===== src/rtl/i2c_txn_arbiter.sv =====
// Round-robin arbiter sharing one I2C master transaction engine among N requesters.
module i2c_txn_arbiter #(
    parameter int unsigned N       = 4,
    parameter int unsigned TIMEOUT = 65535
) (
    input  logic             clk,
    input  logic             rst,
    input  logic [N-1:0]     req,
    input  logic [N-1:0]     req_rw,
    input  logic [8*N-1:0]   req_reg,
    input  logic [8*N-1:0]   req_wdata,
    output logic [N-1:0]     gnt,
    output logic [N-1:0]     rsp_valid,
    output logic [7:0]       rsp_rdata,
    output logic             rsp_nack,
    output logic             rsp_timeout,
    output logic             m_start,
    output logic             m_rw,
    output logic [7:0]       m_reg,
    output logic [7:0]       m_wdata,
    output logic             m_abort,
    input  logic             m_busy,
    input  logic             m_done,
    input  logic             m_nack,
    input  logic [7:0]       m_rdata
);

    localparam int unsigned PW = (N > 1) ? $clog2(N) : 1;
    localparam int unsigned CW = $clog2(TIMEOUT + 1);

    typedef enum logic [1:0] {
        S_IDLE,
        S_ISSUE,
        S_WAIT,
        S_RESP
    } state_e;

    state_e          state_q, state_d;
    logic [PW-1:0]   ptr_q, ptr_d;
    logic [PW-1:0]   win_q, win_d;
    logic [N-1:0]    gnt_q, gnt_d;
    logic [CW-1:0]   cnt_q, cnt_d;
    logic            m_rw_q, m_rw_d;
    logic [7:0]      m_reg_q, m_reg_d;
    logic [7:0]      m_wdata_q, m_wdata_d;
    logic [N-1:0]    rsp_valid_q, rsp_valid_d;
    logic [7:0]      rsp_rdata_q, rsp_rdata_d;
    logic            rsp_nack_q, rsp_nack_d;
    logic            rsp_timeout_q, rsp_timeout_d;

    logic            pick_found;
    logic [PW-1:0]   pick_idx;
    logic            tmo_hit;

    // First asserted request at or after the pointer, wrapping N-1 -> 0.
    always_comb begin
        pick_found = 1'b0;
        pick_idx   = '0;
        for (int i = 0; i < int'(N); i++) begin
            if (!pick_found && req[(int'(ptr_q) + i) % int'(N)]) begin
                pick_found = 1'b1;
                pick_idx   = PW'((int'(ptr_q) + i) % int'(N));
            end
        end
    end

    assign tmo_hit = (cnt_q == CW'(TIMEOUT - 1));

    // Engine handshake strobes are decoded from state so start never overlaps busy.
    assign m_start = (state_q == S_ISSUE) && !m_busy;
    assign m_abort = (state_q == S_WAIT) && !m_done && tmo_hit;

    // Next-state and registered output computation.
    always_comb begin
        state_d       = state_q;
        ptr_d         = ptr_q;
        win_d         = win_q;
        gnt_d         = gnt_q;
        cnt_d         = cnt_q;
        m_rw_d        = m_rw_q;
        m_reg_d       = m_reg_q;
        m_wdata_d     = m_wdata_q;
        rsp_valid_d   = '0;
        rsp_rdata_d   = rsp_rdata_q;
        rsp_nack_d    = rsp_nack_q;
        rsp_timeout_d = rsp_timeout_q;

        unique case (state_q)
            S_IDLE: begin
                if (pick_found) begin
                    win_d     = pick_idx;
                    gnt_d     = N'(1) << pick_idx;
                    m_rw_d    = req_rw[pick_idx];
                    m_reg_d   = req_reg[8*pick_idx +: 8];
                    m_wdata_d = req_wdata[8*pick_idx +: 8];
                    state_d   = S_ISSUE;
                end
            end
            S_ISSUE: begin
                if (!m_busy) begin
                    cnt_d   = '0;
                    state_d = S_WAIT;
                end
            end
            S_WAIT: begin
                cnt_d = cnt_q + CW'(1);
                if (m_done) begin
                    rsp_valid_d   = gnt_q;
                    rsp_rdata_d   = (m_rw_q && !m_nack) ? m_rdata : 8'h00;
                    rsp_nack_d    = m_nack;
                    rsp_timeout_d = 1'b0;
                    state_d       = S_RESP;
                end else if (tmo_hit) begin
                    rsp_valid_d   = gnt_q;
                    rsp_rdata_d   = 8'h00;
                    rsp_nack_d    = 1'b0;
                    rsp_timeout_d = 1'b1;
                    state_d       = S_RESP;
                end
            end
            S_RESP: begin
                gnt_d   = '0;
                ptr_d   = (win_q == PW'(N - 1)) ? '0 : win_q + PW'(1);
                state_d = S_IDLE;
            end
            default: state_d = S_IDLE;
        endcase
    end

    // State and output registers.
    always_ff @(posedge clk or posedge rst) begin
        if (rst) begin
            state_q       <= S_IDLE;
            ptr_q         <= '0;
            win_q         <= '0;
            gnt_q         <= '0;
            cnt_q         <= '0;
            m_rw_q        <= 1'b0;
            m_reg_q       <= 8'h00;
            m_wdata_q     <= 8'h00;
            rsp_valid_q   <= '0;
            rsp_rdata_q   <= 8'h00;
            rsp_nack_q    <= 1'b0;
            rsp_timeout_q <= 1'b0;
        end else begin
            state_q       <= state_d;
            ptr_q         <= ptr_d;
            win_q         <= win_d;
            gnt_q         <= gnt_d;
            cnt_q         <= cnt_d;
            m_rw_q        <= m_rw_d;
            m_reg_q       <= m_reg_d;
            m_wdata_q     <= m_wdata_d;
            rsp_valid_q   <= rsp_valid_d;
            rsp_rdata_q   <= rsp_rdata_d;
            rsp_nack_q    <= rsp_nack_d;
            rsp_timeout_q <= rsp_timeout_d;
        end
    end

    assign gnt         = gnt_q;
    assign rsp_valid   = rsp_valid_q;
    assign rsp_rdata   = rsp_rdata_q;
    assign rsp_nack    = rsp_nack_q;
    assign rsp_timeout = rsp_timeout_q;
    assign m_rw        = m_rw_q;
    assign m_reg       = m_reg_q;
    assign m_wdata     = m_wdata_q;

endmodule

===== config.mk =====
export PLATFORM = sky130hd
export DESIGN_NAME = i2c_txn_arbiter
export DESIGN_NICKNAME = d
export VERILOG_FILES = /design/src/rtl/i2c_txn_arbiter.sv
export SDC_FILE = /design/constraint.sdc
export NUM_CORES = 1
export LEC_CHECK = 0
export BUFFER_PORTS_ARGS = -buffer_cell sky130_fd_sc_hd__buf_2
export CORE_AREA = 2 2 81 103
export DETAILED_ROUTE_END_ITERATION = 10
export DIE_AREA = 0 0 83 105
export PLACE_DENSITY_LB_ADDON = 0.2
export RECOVER_POWER = 25
export SETUP_SLACK_MARGIN = 0.2
export SLEW_MARGIN = 30
export SYNTH_ARGS = -nofsm -noshare
export SYNTH_HDL_FRONTEND = slang
export SYNTH_SLANG_ARGS = --single-unit
export TNS_END_PERCENT = 20

===== constraint.sdc =====
create_clock -name clk -period 5.7 [get_ports clk]
set_clock_uncertainty 0.05 [all_clocks]
set_input_delay 0.285 -clock clk [delete_from_list [all_inputs] [get_ports clk]]
set_output_delay 0.285 -clock clk [all_outputs]
set_load 0.01 [all_outputs]

==> summary.txt <==
Setup path
  – Depth of the worst register-to-register path: 6
  – Startpoint of the most critical register-to-register path: state_q[0]
  – Slowest stage cell on the critical path: clkbuf_1
  – Endpoint of the worst register-to-register path: cnt_q[9]
  – CP max FO: 57
  – Kind of start point of the critical path: input pin
  – Ordered cell list for the critical path: buf_2, inv_1, clkbuf_1
  – Worst setup EP type: async pin
  – Worst setup path category: in2async
  – Req. time, crit path: roughly 5.4 ns
  – Peak per-stage delay on the critical path: 2.14 ns
  – Worst R2R Setup Slack: 3.25 ns
  – Worst Path Arrival: approximately 2.6 ns

Clocking
  – Hold buffer count at cts: 0
  – CTS buffer count: 9
  – Clock tree buffer depth: 2
  – Maximum level of the CTS H-tree: 3
  – Cell at the root of the clock tree: clkbuf_8
  – Number of sinks on the clock net: 57
  – Resize count post-CTS: 0
  – Post-CTS clock slew at the launch and capture registers of the worst setup and hold paths: around 0.070 ns
  – CTS tree: built
  – Number of buffers inserted to repair setup after CTS: 0
  – Clock latency of the later-clocked register in the worst-skew pair: approximately 0.34 ns

Logic synthesis
  – Synthesized Nets: 420
  – Cell type with the largest total area after synthesis: dfrtp_1
  – Async S/R FF share, synth: 100%
  – #FFs+latches synth: 57
  – Dominant cells by area after synthesis: dfrtp_1, a31oi_1, o21ai_0
  – Warnings from Yosys: 0
  – Count of flip-flops with a built-in enable after synthesis: 0
  – Post-Syn Area: 3040 µm²
  – Average footprint of a synthesized cell: a little over 9 µm²
  – Post-synthesis cell type count: between 40 and 50
  – Top flip-flop cell by instance count after synthesis: dfrtp_1
  – Share of the synthesized area in the top cell type: 46.9%
  – Cells after Synth: between 300 and 400
  – Fraction of the yosys area taken by sequential cells: a little under half

Placement
  – Quantity of I/O buffers inserted on ports: 121
  – Number of placed cells counting well taps: about 520
  – Routability congestion estimate from global placement: about 0.75
  – Detail Placement HPWL: a little under 6 mm

Timing
  – Worst slew margin relative to its limit: -102%
  – Peak Freq: approximately 350 MHz
  – Setup total negative slack: 0 ns
  – Actual transition at the worst max-transition pin: 3.03 ns
  – Final Hold Violating Endpoints: 0
  – Final count of pins violating max slew: 58
  – Part of the cycle the worst path needs: 50.0%
  – Fin Hold WS: 0.108 ns
  – Final setup violation count: 0
  – Setup repair after global routing missed its margin: no
  – Final period demand of the worst path: around 2.9 ns

Route
  – DR DRC count: 0
  – Detailed-routing wirelength on met1: 3.45 mm
  – Highest metal layer used by the detailed router: met4
  – Met2 Wirelength: between 4 and 5 mm
  – Number of detailed-routing iterations run before antenna repair: 4
  – Routed Antenna Nets: 0
  – Detailed Route WL: between 8 and 9 mm
  – Iteration-0 DRC count of the detailed router: 119
  – WL met3: 513 µm
  – Via density per instance: between 5 and 6
  – Count of vias placed by the detailed router: about 2.9k
  – Detail-routed net length per standard cell: roughly 15 µm

GRT
  – Pin count of the biggest net entering global routing: 58
  – First-pass GRT wire length: around 13 mm
  – Via count of the first global-routing pass: about 2.8k
  – GRT Overall Usage: 18.6%
  – Gr ovfl total: 0
  – Initial antenna violation count: 0

Run status
  – Outcome: complete, but fails checks
  – Violations in the final reports: capacitance limit, slew limit

Die
  – Vertical die dimension: ~110 µm
  – Core area: about 7700 µm²
  – Starting Density: 39.5%
  – Die width: approximately 83 µm
  – Row Count: 36
  – Die ar.: 8720 µm²
  – I/O pin total: 122

Finish
  – Fin cells: 534
  – # diodes: 0
  – Core Util, Final: 50.9%
  – Top reg by flops: cnt_q
  – Max FFs per register: 16
  – Multi-input gate area: approximately 1500 µm²
  – Net total in the final layout: 527
  – Area grow syn2layout: 29.0%
  – Fraction of final layout cells sized beyond drive strength 1: approximately a third
  – Sequential Area: around 1400 µm²
  – FILL cells: between 700 and 800

Hold path
  – Start point of the worst min-delay path: m_rdata[7]
  – Hold depth: 2
  – Worst hold path type: in2reg
  – Endpoint of the worst hold path: rsp_rdata[7]

Pwr
  – Areal power density over the cells: approximately 480 nW/µm²
  – Leakage dissipation: ~1.8 nW
  – VDD IR max: between 0.2 and 0.3 mV

Job
  – Max Cap Viol: 1
==> report_power, final <==
group | switching, mW | internal, mW
Combinational | 0.460 | 0.320
Clock | 0.181 | 0.249
Sequential | 0.112 | 0.555
==> stage by stage <==
stage	power [mW]	setup WS (ns)	area (µm²)
2_1_floorplan	1.18	3.57	3040
3_3_place_gp	1.43	3.39	3680
3_5_place_dp	1.46	3.30	3700
4_1_cts	1.90	3.28	3920
5_1_grt	2.02	2.12	3920
6_report	1.88	2.85	3920
==> worst max-delay path by stage <==
stage               depth (start not counted)  startpoint        end
global route                                3         rst   cnt_q[3]
global placement                            6  state_q[0]  cnt_q[14]
floorplan                                   8  state_q[1]  cnt_q[11]
finish                                      3         rst   ptr_q[0]
CTS                                         6  state_q[0]  cnt_q[13]
detailed placement                          6  state_q[0]   cnt_q[9]
==> worst max-delay path, delay by kind of cell <==
kind | cells | cell delay, ns
buffers and inverters | 3 | 2.27
==> Yosys cell counts, types with 2 or more instances <==
cell       n
dfrtp_1   57
o21ai_0   38
a31oi_1   35
nor2_1    33
clkbuf_1  19
a32oi_1   17
a21oi_1   15
inv_1     11
nand2_1   11
a22o_1    10
or3_1      9
ha_1       8
nor2b_1    6
buf_2      5
xnor2_1    5
nand2b_1   4
nand3_1    4
nand4_1    3
a32o_1     2
and4_1     2
and4b_1    2
buf_1      2
mux2_2     2
nor3_1     2
nor4_1     2
nor4b_1    2
or4_1      2
==> final cells by class <==
type	count	area share, %
multi-input cells	231	37.8
flip-flops and latches	57	36.4
repair buffers	124	15.9
clock buffers	9	3.16
well taps	95	3.03
clock inverters	7	2.62
inverters	11	1.05
==> kinds of logic after synthesis <==
family	after synthesis	share of synthesized area (%)
buf+inv	39	5.31
simple gates	89	15.3
xor+xnor	5	1.44
mux	2	0.741
flops	57	46.9
compound gates	127	27.0
fa+ha+maj	8	3.29
==> cells in the final DEF (no fill, tap or decap), types with 9 or more instances in the layout <==
master and count:
or3_1 9, a22o_1 10, inv_1 11, a21oi_1 15, nor2_1 33, nand2_1 11, o21ai_0 38, buf_2 121
a31oi_1 35, clkbuf_8 9, dfrtp_1 57, a32oi_1 17
==> routing by layer <==
layer | track usage, % | vias up
met1 | 22.3 | 1354
met4 | 6.09 | 0
li1 | - | 1440
met3 | 5.92 | 12
met2 | 31.5 | 115
met5 | 0 | -
(Power assumes the default switching activity.)
